**config.mk**
```make
export PLATFORM = sky130hd
export DESIGN_NAME = regfile_snap
export DESIGN_NICKNAME = d
export VERILOG_FILES = /design/src/rtl/regfile_snap.sv
export SDC_FILE = /design/constraint.sdc
export NUM_CORES = 1
export LEC_CHECK = 0
export ABC_AREA = 1
export BUFFER_PORTS_ARGS = -buffer_cell sky130_fd_sc_hd__buf_2
export CAP_MARGIN = 10
export CORE_UTILIZATION = 58
export DETAILED_ROUTE_END_ITERATION = 10
export MAX_ROUTING_LAYER = met4
export PLACE_DENSITY = 0.79
export SLEW_MARGIN = 40
export SYNTH_ARGS = -nofsm -noshare
export SYNTH_HDL_FRONTEND = slang
export SYNTH_SLANG_ARGS = --single-unit
```
**constraint.sdc**
```tcl
create_clock -name clk -period 1.4 [get_ports clk]
set_input_delay 0.14 -clock clk [delete_from_list [all_inputs] [get_ports clk]]
set_output_delay 0.14 -clock clk [all_outputs]
set_load 0.05 [all_outputs]
```
**src/rtl/regfile_snap.sv**
```systemverilog
// Register file with two async read ports, one write port and a snapshot/stream debug port.
// Optional write-to-read forwarding is enabled with the REGFILE_FWD_EN macro.

module regfile_snap_cell #(
  parameter int WIDTH = 16
) (
  input  logic             clk,
  input  logic             rst_n,
  input  logic             wr_en,
  input  logic [WIDTH-1:0] wdata,
  input  logic             cap_en,
  output logic [WIDTH-1:0] q,
  output logic [WIDTH-1:0] sq
);
  // Shadow samples q before the same-edge write lands, giving a pre-write snapshot.
  always_ff @(posedge clk or negedge rst_n) begin
    if (!rst_n) begin
      q  <= '0;
      sq <= '0;
    end else begin
      if (cap_en) sq <= q;
      if (wr_en)  q  <= wdata;
    end
  end
endmodule

module regfile_snap #(
  parameter int WIDTH = 16,
  parameter int DEPTH = 4,
  parameter int AW    = $clog2(DEPTH)
) (
  input  logic             clk,
  input  logic             rst_n,
  input  logic             we,
  input  logic [AW-1:0]    waddr,
  input  logic [WIDTH-1:0] wdata,
  input  logic [AW-1:0]    raddr_a,
  output logic [WIDTH-1:0] rdata_a,
  input  logic [AW-1:0]    raddr_b,
  output logic [WIDTH-1:0] rdata_b,
  input  logic             snap_req,
  output logic             snap_busy,
  output logic             dump_valid,
  input  logic             dump_ready,
  output logic [AW-1:0]    dump_idx,
  output logic [WIDTH-1:0] dump_data,
  output logic             dump_last
);
  typedef enum logic {IDLE, DUMP} state_t;

  state_t                        state;
  logic [DEPTH-1:0][WIDTH-1:0]   regs;
  logic [DEPTH-1:0][WIDTH-1:0]   shadow;
  logic                          cap;

  assign cap = (state == IDLE) && snap_req;

  // Out-of-range write addresses match no cell and are dropped.
  for (genvar i = 0; i < DEPTH; i++) begin : g_cell
    regfile_snap_cell #(.WIDTH(WIDTH)) u_cell (
      .clk    (clk),
      .rst_n  (rst_n),
      .wr_en  (we && (waddr == AW'(i))),
      .wdata  (wdata),
      .cap_en (cap),
      .q      (regs[i]),
      .sq     (shadow[i])
    );
  end

  always_comb begin
    rdata_a = '0;
    if (int'(raddr_a) < DEPTH) rdata_a = regs[raddr_a];
`ifdef REGFILE_FWD_EN
    if (we && (waddr == raddr_a) && (int'(raddr_a) < DEPTH)) rdata_a = wdata;
`endif
  end

  always_comb begin
    rdata_b = '0;
    if (int'(raddr_b) < DEPTH) rdata_b = regs[raddr_b];
`ifdef REGFILE_FWD_EN
    if (we && (waddr == raddr_b) && (int'(raddr_b) < DEPTH)) rdata_b = wdata;
`endif
  end

  always_comb begin
    dump_data = '0;
    if (dump_valid) dump_data = shadow[dump_idx];
  end

  always_ff @(posedge clk or negedge rst_n) begin
    if (!rst_n) begin
      state      <= IDLE;
      dump_idx   <= '0;
      dump_valid <= 1'b0;
      dump_last  <= 1'b0;
      snap_busy  <= 1'b0;
    end else begin
      case (state)
        IDLE: begin
          if (snap_req) begin
            state      <= DUMP;
            dump_idx   <= '0;
            dump_valid <= 1'b1;
            dump_last  <= 1'b0;
            snap_busy  <= 1'b1;
          end
        end
        DUMP: begin
          if (dump_ready) begin
            if (dump_last) begin
              state      <= IDLE;
              dump_idx   <= '0;
              dump_valid <= 1'b0;
              dump_last  <= 1'b0;
              snap_busy  <= 1'b0;
            end else begin
              dump_idx  <= dump_idx + 1'b1;
              // Next beat is last when the current one is DEPTH-2.
              dump_last <= (dump_idx == AW'(DEPTH-2));
            end
          end
        end
        default: state <= IDLE;
      endcase
    end
  end
endmodule

```
======== Word level (Yosys, flattened, before mapping) ========
Index checks and enable logic that the tools add are counted.
operators by class
  add/subtract/negate cells ............... 1
  $lt $le $gt $ge ......................... 3
  equality and inequality tests ........... 7
  mux-type cells .......................... 23
  bitwise logic cells ..................... 1
  reductions and logical operators ........ 8
operator list
  cell                   count
  $bmux W16 S2           3
  $mux W16               4
  $lt A2 B3 Y1 const B   3
  $mux W1                9
  $eq A2 B2 Y1 const B   3
  $mux W2                3
  $ne A2 B2 Y1 const B   3
  $pmux W1 S2            3
  $logic_and A1 B1 Y1    5
  $pmux W2 S2            1
  $reduce_and A3 Y1      1
  $add A2 B1 Y2 const B  1
  $eq A2 B1 Y1 const B   1
  $logic_not A2 Y1       1
  $reduce_and A2 Y1      1
  $not A1 Y1             1
storage, ports and cells
  flip-flop bits (word level) ............. 133
  input bits .............................. 27
  output and inout port bits .............. 53
  logic and storage cells ................. 55

======== Logic depth before layout (Yosys ltp) ========
Gate-level depths: netlist of the first run.
  word-level depth ........................ 4
  mapped depth ............................ 6
  depth with buffers taken out ............ 5

======== By module ========
Synthesis of the first run repeated with hierarchy kept, for this count alone.
unflattened totals
  cells, all modules ...................... 1045
  area, all modules ....................... 7389.6 um2
modules (own cells, without submodules)
  module             times used  cells each  area an instance (um2)  seq. area each (um2)
  regfile_snap_cell  4           136         1246.2                  800.8
  regfile_snap       1           501         2404.8                  125.1

======== Worst setup path before layout of the first run ========
Ideal clock, no wire load.
  kind .................................... flip-flop to output port
  start ................................... register dump_idx[0]
  end ..................................... output port dump_data[0]
  data arrival time ....................... 1944 ps
  required time ........................... 1260 ps
  path slack .............................. -684 ps
  stages on the path, launching flop included .. 7
  path buffers ............................ 2
  cells stage by stage .................... dfrtp_1 buf_2 inv_2 buf_6 nand2_1 nand3_1 a21oi_1
on the way
  cells in the longest elaborated chain, start to end .. 3
ends and longest elaborated chain
  what                            RTL line  RTL
  start, declared                 45        output logic [AW-1:0] dump_idx,
  start signal, assigned          119       dump_idx <= dump_idx + 1'b1;
  $bmux W16 S2                    89        if (dump_valid) dump_data = shadow[dump_idx];
  $mux W16 (implied by the code)  89
  $mux W16                        89
  end, declared                   46        output logic [WIDTH-1:0] dump_data,
Every way passes these cells. The select of a mux whose other input is x is not followed.

======== Final worst setup path of the first run ========
  start ................................... register dump_idx[0]
  end ..................................... output port dump_data[7]
The elaborated chain is that of the path after synthesis.

==> impl_metrics.py, run 1 <==
metrics = {
    "outcome": {
        "outcome": "finished with violations",
        "violations": "setup timing",
    },
    "route": {
        "drt-initial-drc-count": 781,
        "vias": 6678,
        "drt_pass1_iterations": 7,
        "viasPerCell": 5.817,
        "drc": 0,
        "wl_per_cell_um": 17.76,
        "routed_wl_um": 20390,
        "ant_nets": 0,
    },
    "clock_network": {
        "cts_made_buffers": 17,
        "cts_tree": "yes",
        "clk_latency_ns": 0.42,
        "htreeDepth": 4,
        "cts_root_buf": "clkbuf_16",
        "clkTransAtPathRegs_ns": 0.06,
        "cts_sinks": 133,
        "cts_max_path_buffers": 2,
    },
    "final_layout": {
        "layout-drive-gt1-share_pct": 33.83,
        "multi_input_area_um2": 2985,
        "nets": 1023,
        "final_util_pct": 83.28,
        "design_area_um2": 9186,
        "seq_area_um2": 3338,
        "antenna_cells": 0,
        "layout_common_cells": "nand2_1 (209), dfrtp_1 (125), o21ai_0 (94), buf_4 (86), inv_1 (85)",
        "fill_cells": 613,
        "layout_commonest_cell": "nand2_1",
        "areaGrowthSynthToFinish_pct": 37.13,
    },
    "critical_path": {
        "critPathCaptureType": "output pin",
        "crit_chain": "buf_12, nand2_1, nand3_2, a21oi_4, buf_8",
        "worst_ep_arrival_time_ns": 1.63,
        "rr_startpoint": "state$_DFF_PN0_",
        "critPathMaxStageDelay_ns": 0.48,
        "r2r-end": "g_cell[0].u_cell.sq[1]$_DFFE_PN0P_",
        "cp.required_ns": 1.26,
        "crit_type": "register to output pin",
        "cp_max_fo": 19,
        "rrSetupSlack_ns": 0.13,
        "start_kind": "register",
        "r2r_cells": 5,
        "crit_path_top_delay_cell": "dfrtp_2",
    },
    "die": {
        "pin_count": 80,
        "core_area_um2": 11030,
        "rows": 38,
        "die_y_um": 109.5,
        "die_area_um2": 11980,
        "die_x_um": 109.5,
        "start_util_pct": 60.73,
    },
    "logic_synthesis": {
        "synth_top_cell_area_share_pct": 49.68,
        "synth_cells": 858,
        "synthFlopType": "dfrtp_1",
        "synth_fp_nets": 886,
        "netlist_area_um2": 6699,
        "yosysUniqueCellTypes": 21,
        "yosys.area.top_type": "dfrtp_1",
        "synth.ff_latch_count": 133,
        "avgSynthCellArea_um2": 7.808,
        "synth_edf_count": 0,
        "synthTopCellsByArea": "dfrtp_1 (50%), nand2_1 (13%), o21ai_0 (9.3%), inv_1 (6.5%), a21oi_1 (5.1%)",
        "synth-async-reset-ratio_pct": 100.0,
        "yosysWarnings": 0,
        "ys_seq_area_share_pct": 49.68,
    },
    "hold_path": {
        "hold_path_depth": 3,
        "hp-class": "input port to register",
        "hp-start": "wdata[4]",
        "whs_endpoint": "g_cell[0].u_cell.q[4]$_DFFE_PN0P_",
    },
    "global_route": {
        "grtUsageTotal_pct": 35.77,
        "grt_pass1_vias": 6003,
        "antenna_found_initial": 0,
        "grt_first_pass_wirelength_um": 30890,
        "grt_max_degree": 65,
        "grt-ovfl-total": 0,
    },
    "timing": {
        "max_freq_mhz": 564.5,
        "setup_ws_ns": -0.3716,
        "hold_viol": 0,
        "max_slew_margin_pct": 52.49,
        "worst_slew_pin_slew_ns": 0.7127,
        "period_needed_ns": 1.772,
        "final.period_utilization_pct": 126.5,
        "drv_slew": 0,
        "grt_setup_unrepaired": "true",
        "clock_skew_ns": 0.009085,
        "final-setup-viol-count": 49,
    },
    "placement": {
        "place_area_um2": 7458,
        "post-place-ws_ns": 0.005729,
        "gp_congestion": 0.8912,
        "dp_hpwl_um": 11880,
        "portBuffers": 79,
    },
    "flow_run": {
        "drv_cap": 0,
    },
    "power": {
        "ir_drop_mv": 2.193,
        "powerDensity_nw_per_um2": 2264,
        "total_leakage_power_nw": 4.586,
    },
}
critical path: cells and delay by family, from the launching register on:
| family | cells | cell delay [ns] |
|---|---|---|
| flip-flops | 1 | 0.48 |
| buffers and inverters | 2 | 0.34 |
| AND/OR/NAND/NOR | 2 | 0.22 |
| AO/OA/AOI/OAI | 1 | 0.16 |
metrics by stage:
step | setup TNS [ns] | power, W | instances | hold WS, ns
6_report | -7.874 | 0.02080 | 1148 | 0.01956
2_1_floorplan | -2.695 | 0.01223 | 858 | -0.1556
3_3_place_gp | 0 | 0.01368 | 1041 | 0.08873
5_1_grt | -10.17 | 0.02179 | 1148 | 0.04870
3_5_place_dp | 0 | 0.01394 | 1041 | 0.1061
4_1_cts | -6.673 | 0.02023 | 1122 | 0.01573
layout make-up:
cell class | count | share of cell area [%]
Tap cell | 140 | 1.907
Timing Repair Buffer | 176 | 17.19
Inverter | 119 | 4.999
Sequential cell | 133 | 36.34
Clock buffer | 20 | 4.862
Multi-Input combinational cell | 548 | 32.50
Clock inverter | 12 | 2.206
routing by layer:
layer | vias to the layer above | GRT usage (%) | routed length, um
met4 | 0 | 11.71 | 461
met1 | 3200 | 49.94 | 8578
li1 | 3037 | - | -
met3 | 49 | 7.706 | 1857
met5 | - | - | 0
met2 | 392 | 52.20 | 9491
state kept, by name, indices dropped and copies added (netlist names):
signal	count
g_cell.u_cell.q	64
state	1
dump_valid	1
dump_idx	2
g_cell.u_cell.sq	64
dump_last	1
power breakdown:
group | total, W | leakage (nW) | internal [W] | switching (W)
combinational | 0.00995 | 2.65 | 0.00368 | 0.00627
clock | 0.00490 | 0.314 | 0.00321 | 0.00169
sequential | 0.00595 | 1.62 | 0.00511 | 0.000845
total | 0.0208 | 4.59 | 0.0120 | 0.00880
worst max-delay path by stage:
stage,from,end,slack [ns]
2_1_floorplan,dump_valid$_DFFE_PN0P_,dump_data[0],-0.22
3_3_place_gp,dump_idx[0]$_DFFE_PN0P_,dump_data[10],0.04
6_report,dump_idx[0]$_DFFE_PN0P_,dump_data[7],-0.37
5_1_grt,dump_idx[0]$_DFFE_PN0P_,dump_data[3],-0.40
4_1_cts,dump_idx[0]$_DFFE_PN0P_,dump_data[10],-0.35
3_5_place_dp,dump_idx[0]$_DFFE_PN0P_,dump_data[8],0.006
Yosys cell counts, types with 2 or more instances:
cell type  instances
inv_2              2
o21ai_1            7
nand3_1           38
clkbuf_1          12
buf_2             31
o211ai_1          32
o21ai_0          125
dfrtp_1          133
a21oi_1           68
buf_6             12
inv_1            116
nor2_1            33
a21oi_2           12
buf_4              2
nand2_1          229
logic make-up (layout without fill, tap and decap cells):
logic type,after synthesis,in the layout,synth area share [%]
adders and majority gates,1,1,0.1867
buffers and inverters,177,327,12.14
AOI/OAI and AO/OA,244,244,20.10
and+or+nand+nor,303,303,17.89
DFF,133,133,49.68
what timing repair did:
action                                  4_1_cts  5_1_grt
endpoints found under the setup margin       50       49
setup buffers                                47       26
resized for setup                           190       29
hold buffers                                  2        0
pin swaps                                    15       14
endpoints found under the hold margin        24        0
(Power assumes the default switching activity.)
==> run 2: changes to the inputs <==
--- a/config.mk
+++ b/config.mk
@@ -10,7 +10,7 @@
 export CAP_MARGIN = 10
 export CORE_UTILIZATION = 58
 export DETAILED_ROUTE_END_ITERATION = 10
-export MAX_ROUTING_LAYER = met4
+export HOLD_SLACK_MARGIN = 0.02
 export PLACE_DENSITY = 0.79
 export SLEW_MARGIN = 40
 export SYNTH_ARGS = -nofsm -noshare
==> run 2 against run 1 <==
  * Critical endpoint is now dump_data[0]
  * Count of clock-buffer cells in the layout increased by 7
  * The flow still finishes with violations (setup timing)
  * Sequential power about the same
  * Clock power decreased by 18%
  * Cell area decreased by 1.2%
  * Combinational power decreased by 0.9%
  * Via count decreased by 1.1%
  * Clock skew decreased by 0.0059 ns
  * Sequential share of layout area increased by 0.40 points
  * Largest power group unchanged
  * Utilization decreased by 0.96 points
  * Worst hold slack improved by 0.0086 ns
  * Critical path depth unchanged
  * Flip-flop and latch count unchanged
==> impl_metrics.py, run 2 (same netlist as run 1, synthesis figures left out) <==
metrics = {
    "outcome": {
        "outcome": "finished with violations",
        "violations": "setup timing",
    },
    "clock_network": {
        "cts_max_path_buffers": 2,
        "clkTransAtPathRegs_ns": 0.05,
        "cts_tree": "yes",
        "cts_made_buffers": 17,
        "htreeDepth": 4,
        "clk_latency_ns": 0.42,
        "cts_root_buf": "clkbuf_16",
        "cts_sinks": 133,
    },
    "route": {
        "routed_wl_um": 19850,
        "drt-initial-drc-count": 692,
        "drt_pass1_iterations": 6,
        "drc": 0,
        "viasPerCell": 5.764,
        "ant_nets": 0,
        "vias": 6605,
        "wl_per_cell_um": 17.32,
    },
    "critical_path": {
        "crit_chain": "buf_12, nand2_1, nand3_1, a21oi_4, buf_6",
        "start_kind": "register",
        "crit_type": "register to output pin",
        "worst_ep_arrival_time_ns": 1.64,
        "cp.required_ns": 1.26,
        "critPathMaxStageDelay_ns": 0.48,
        "crit_path_top_delay_cell": "dfrtp_2",
        "cp_max_fo": 14,
        "critPathCaptureType": "output pin",
    },
    "timing": {
        "hold_viol": 0,
        "setup_ws_ns": -0.3817,
        "grt_setup_unrepaired": "true",
        "final.period_utilization_pct": 127.3,
        "drv_slew": 0,
        "finalHoldWorstSlack_ns": 0.02821,
        "worst_slew_pin_slew_ns": 0.7040,
        "clock_skew_ns": 0.003195,
        "fin_tns_setup_ns": -8.038,
        "max_slew_margin_pct": 53.07,
        "max_freq_mhz": 561.3,
        "period_needed_ns": 1.782,
        "final-setup-viol-count": 48,
    },
    "final_layout": {
        "layout_commonest_cell": "nand2_1",
        "layout-drive-gt1-share_pct": 32.60,
        "layout_common_cells": "nand2_1 (211), dfrtp_1 (127), o21ai_0 (93), inv_1 (84), buf_4 (79)",
        "reg_top3": "g_cell.u_cell.q x64, g_cell.u_cell.sq x64, dump_idx x2",
        "antenna_cells": 0,
        "areaGrowthSynthToFinish_pct": 35.54,
        "nets": 1022,
        "fill_cells": 668,
    },
    "flow_run": {
        "drv_cap": 0,
    },
    "power": {
        "seq_power_share_pct": 29.9,
        "total_leakage_power_nw": 4.531,
        "p_clk_share_pct": 20.3,
        "ir_drop_mv": 1.968,
        "internal_power_w": 0.01124,
        "combPwrFrac_pct": 49.7,
        "powerDensity_nw_per_um2": 2182,
        "power.switching_w": 0.008575,
        "switching_share_pct": 43.28,
    },
    "global_route": {
        "grt-ovfl-total": 0,
        "grtUsageTotal_pct": 34.33,
        "antenna_found_initial": 0,
        "grt_max_degree": 65,
        "grt_pass1_vias": 6062,
        "grt_first_pass_wirelength_um": 30640,
    },
    "placement": {
        "portBuffers": 79,
        "dp_hpwl_um": 11890,
        "gp_congestion": 0.8502,
    },
    "die": {
        "pin_count": 80,
        "die_y_um": 109.5,
        "rows": 38,
        "die_area_um2": 11980,
        "core_area_um2": 11030,
        "die_x_um": 109.5,
        "start_util_pct": 60.73,
    },
    "hold_path": {
        "hp-class": "input port to register",
    },
}
[run 2: cell types whose count changed in the layout (fill, tap and decap cells not counted), moves of 3 or more]
cell	delta
bufinv_16	-5
buf_4	-7
nand3_1	+4
a21oi_1	-3
clkinv_4	-5
clkbuf_1	+3
nand3_2	-4
a21oi_2	+3
dlygate4sd3_1	+4
clkbuf_8	+4
[run 2: final cells by class]
type | instances | area, um2 | area share (%)
clock inverter | 4 | 20.02 | 0.2205
clock buffer | 27 | 513.0 | 5.650
tap | 140 | 175.2 | 1.929
inverter | 119 | 456.7 | 5.030
sequential | 133 | 3336 | 36.74
multi-input combinational | 548 | 2967 | 32.67
timing repair buffer | 175 | 1613 | 17.76
[run 2: through the flow]
step | utilization [%] | total power, W | setup WS (ns) | instance area, um2 | instances
floorplan | - | 0.01223 | -0.2228 | 6967 | 858
global placement | 67.77 | 0.01370 | 0.03686 | 7476 | 1040
detailed placement | 67.77 | 0.01395 | 0.0005236 | 7476 | 1040
CTS | 80.23 | 0.01936 | -0.3640 | 8850 | 1125
global route | 82.32 | 0.02081 | -0.4241 | 9080 | 1146
finish | 82.32 | 0.01982 | -0.3817 | 9080 | 1146
[run 2: critical path, delay by kind of cell (launching register included)]
family,cells,cell delay (ns)
flip-flops,1,0.48
buffers and inverters,2,0.34
AND/OR/NAND/NOR,2,0.20
AO/OA/AOI/OAI,1,0.19
[run 2: metal layers]
metal,global-route usage [%],part of all wire (%),up-vias
met4,11.24,2.0,0
met5,0,0,-
met3,7.765,8.2,42
met1,50.08,43,3171
li1,-,-,3029
met2,50.99,47,363
[run 2: repair_timing]
| action | CTS | global route |
|---|---|---|
| pin swaps | 16 | 15 |
| resized for setup | 190 | 28 |
| hold buffers | 6 | 0 |
| endpoints found under the setup margin | 49 | 49 |
| buffers inserted | 48 | 21 |
| endpoints found under the hold margin | 118 | 0 |
| gates cloned | 0 | 0 |
[run 2: worst paths after layout]
kind	slack, ns	startpoint	cells past startpoint	to
worst min-delay path	0.03	wdata[8]	3	g_cell[2].u_cell.q[8]$_DFFE_PN0P_
worst min register to register	0.49	g_cell[3].u_cell.sq[7]$_DFFE_PN0P_	2	g_cell[3].u_cell.sq[7]$_DFFE_PN0P_
max in group asynchronous	0.58	rst_n	3	g_cell[2].u_cell.q[8]$_DFFE_PN0P_
worst max-delay path	-0.38	dump_idx[0]$_DFFE_PN0P_	5	dump_data[0]
min in group asynchronous	0.17	rst_n	2	g_cell[0].u_cell.sq[7]$_DFFE_PN0P_
worst max register to register	0.11	dump_idx[0]$_DFFE_PN0P_	4	dump_idx[1]$_DFFE_PN0P_
[run 2: power by group through the flow]
stage	clock network, W	logic (W)	registers, W
4_1_cts	0.00404	0.00944	0.00588
3_3_place_gp	0	0.00786	0.00584
2_1_floorplan	0	0.00645	0.00578
6_report	0.00403	0.00986	0.00593
3_5_place_dp	0	0.00805	0.00590
5_1_grt	0.00422	0.0105	0.00604
==> run 3: changes to the inputs <==
--- a/config.mk
+++ b/config.mk
@@ -12,6 +12,7 @@
 export DETAILED_ROUTE_END_ITERATION = 10
 export HOLD_SLACK_MARGIN = 0.02
 export PLACE_DENSITY = 0.79
+export SKIP_LAST_GASP = 1
 export SLEW_MARGIN = 40
 export SYNTH_ARGS = -nofsm -noshare
 export SYNTH_HDL_FRONTEND = slang
==> run 3 against run 2 <==
  * The run still ends with setup timing left
  * Clock power barely moved
  * Sequential share of layout area rose by 0.14 points
  * Largest power group unchanged
  * Count of clock-buffer cells in the layout did not move
  * Total power fell by 0.60%
  * Largest cell class unchanged
  * Die area did not move
  * Worst hold slack got worse by 0.00065 ns
  * First-iteration DRC count rose by 5.8%
==> impl_metrics.py, run 3 (same netlist as run 1, synthesis figures left out) <==
metrics = {
    "die": {
        "core_area_um2": 11030,
        "die_y_um": 109.5,
        "die_area_um2": 11980,
        "start_util_pct": 60.73,
        "pin_count": 80,
        "rows": 38,
        "die_x_um": 109.5,
    },
    "route": {
        "drc": 0,
        "wl_per_cell_um": 17.19,
        "drt_pass1_iterations": 5,
        "drt-initial-drc-count": 732,
        "viasPerCell": 5.738,
        "vias": 6576,
        "routed_wl_um": 19700,
        "ant_nets": 0,
    },
    "final_layout": {
        "design_area_um2": 9045,
        "stdcell_count": 1146,
        "final_util_pct": 82.00,
        "layout_commonest_cell": "nand2_1",
        "nets": 1022,
        "layout-drive-gt1-share_pct": 31.81,
        "antenna_cells": 0,
        "areaGrowthSynthToFinish_pct": 35.02,
        "layout_common_cells": "nand2_1 (215), dfrtp_1 (127), o21ai_0 (93), inv_1 (84), buf_4 (78)",
        "reg_top3": "g_cell.u_cell.q x64, g_cell.u_cell.sq x64, dump_idx x2",
        "fill_cells": 669,
    },
    "clock_network": {
        "cts_sinks": 133,
        "cts_made_buffers": 17,
        "clk_latency_ns": 0.43,
        "htreeDepth": 4,
        "cts_root_buf": "clkbuf_16",
        "cts_tree": "yes",
        "cts_max_path_buffers": 2,
        "clkTransAtPathRegs_ns": 0.05,
    },
    "power": {
        "power_w": 0.01970,
        "power.switching_w": 0.008500,
        "switching_share_pct": 43.16,
        "powerDensity_nw_per_um2": 2178,
        "total_leakage_power_nw": 4.519,
        "combPwrFrac_pct": 49.5,
        "p_clk_share_pct": 20.4,
        "ir_drop_mv": 2.111,
        "internal_power_w": 0.01120,
        "seq_power_share_pct": 30.1,
    },
    "critical_path": {
        "start_kind": "register",
        "cp-startpoint": "dump_idx[0]$_DFFE_PN0P_",
        "rr_startpoint": "dump_idx[0]$_DFFE_PN0P_",
        "r2r_cells": 4,
        "cp_max_fo": 14,
        "crit_path_end": "dump_data[0]",
        "rrSetupSlack_ns": 0.10,
        "crit_type": "register to output pin",
        "critPathCaptureType": "output pin",
        "cp.required_ns": 1.26,
        "worst_ep_arrival_time_ns": 1.64,
        "r2r-end": "dump_idx[1]$_DFFE_PN0P_",
    },
    "timing": {
        "clock_skew_ns": 0.005315,
        "drv_slew": 0,
        "max_slew_margin_pct": 51.86,
        "fin_tns_setup_ns": -8.134,
        "final-setup-viol-count": 48,
        "hold_viol": 0,
        "setup_ws_ns": -0.3799,
        "max_freq_mhz": 561.8,
        "worst_slew_pin_slew_ns": 0.7221,
        "period_needed_ns": 1.780,
        "grt_setup_unrepaired": "true",
        "final.period_utilization_pct": 127.1,
    },
    "hold_path": {
        "hp-start": "wdata[8]",
        "hp-class": "input port to register",
    },
    "global_route": {
        "grt_pass1_vias": 6046,
        "grt-ovfl-total": 0,
        "antenna_found_initial": 0,
        "grt_first_pass_wirelength_um": 30490,
        "grtUsageTotal_pct": 34.16,
        "grt_max_degree": 65,
    },
    "placement": {
        "dp_hpwl_um": 11890,
        "gp_congestion": 0.8502,
        "portBuffers": 79,
        "dp_cells": 1040,
        "place_area_um2": 7476,
    },
    "flow_run": {
        "drv_cap": 0,
    },
    "outcome": {
        "outcome": "finished with violations",
        "violations": "setup timing",
    },
}
-- run 3: cell types whose count changed in the layout (fill, tap and decap cells not counted), sizes merged --
| cell | before | now |
|---|---|---|
| buf | 169 | 168 |
| clkbuf | 27 | 28 |
| clkinv | 4 | 5 |
| inv | 119 | 118 |
-- run 3: worst min-delay path by stage --
stage                                                     to  slack, ns  cells after the start
after floorplan                      dump_idx[0]$_DFFE_PN0P_      -0.16                      0
after global placement    g_cell[0].u_cell.sq[9]$_DFFE_PN0P_       0.07                      1
after detailed placement  g_cell[0].u_cell.sq[7]$_DFFE_PN0P_       0.07                      1
after CTS                  g_cell[1].u_cell.q[2]$_DFFE_PN0P_       0.02                      3
after global routing      g_cell[3].u_cell.q[12]$_DFFE_PN0P_       0.05                      3
final                      g_cell[2].u_cell.q[8]$_DFFE_PN0P_       0.03                      3
-- run 3: area by class of cell --
cell class	count	area, um2	area share [%]
clock inverters	4	20.02	0.2213
well taps	140	175.2	1.937
repair buffers	175	1609	17.79
inverters	119	455.4	5.035
multi-input cells	548	2937	32.47
clock buffers	27	513.0	5.672
flip-flops and latches	133	3336	36.88
-- run 3: what timing repair did --
item,in CTS,in global routing
setup buffers,48,21
pin swaps,16,15
hold endpoints to repair,118,0
hold buffers,6,0
resized for setup,183,25
gates cloned,0,0
setup endpoints to repair,49,50
-- run 3: worst max-delay path, stage by stage (launching register included) --
cell and delay, ns:
dfrtp_2 0.48, buf_12 0.17, nand2_1 0.07, nand3_1 0.13
a21oi_4 0.19, buf_6 0.17
-- run 3: metrics by stage --
stage                     setup WS [ns]  hold WS [ns]
after floorplan                 -0.2228       -0.1556
after global placement          0.03686       0.07038
after detailed placement      0.0005236       0.07355
after CTS                       -0.3823       0.02378
after global routing            -0.4255       0.05126
final                           -0.3799       0.02756
-- run 3: power groups by stage --
stage / Clock [W] / Combinational (W) / Sequential, W
after detailed placement: 0 / 0.00805 / 0.00590
after floorplan: 0 / 0.00645 / 0.00578
after CTS: 0.00404 / 0.00938 / 0.00588
after global routing: 0.00422 / 0.0104 / 0.00604
final: 0.00403 / 0.00975 / 0.00592
after global placement: 0 / 0.00786 / 0.00584
-- run 3: routing by layer --
metal	track usage [%]	vias up	wire (um)
li1	-	3028	-
met1	50.00	3175	8490
met2	50.40	330	9213
met3	7.825	43	1617
met4	11.33	0	375
met5	0	-	0
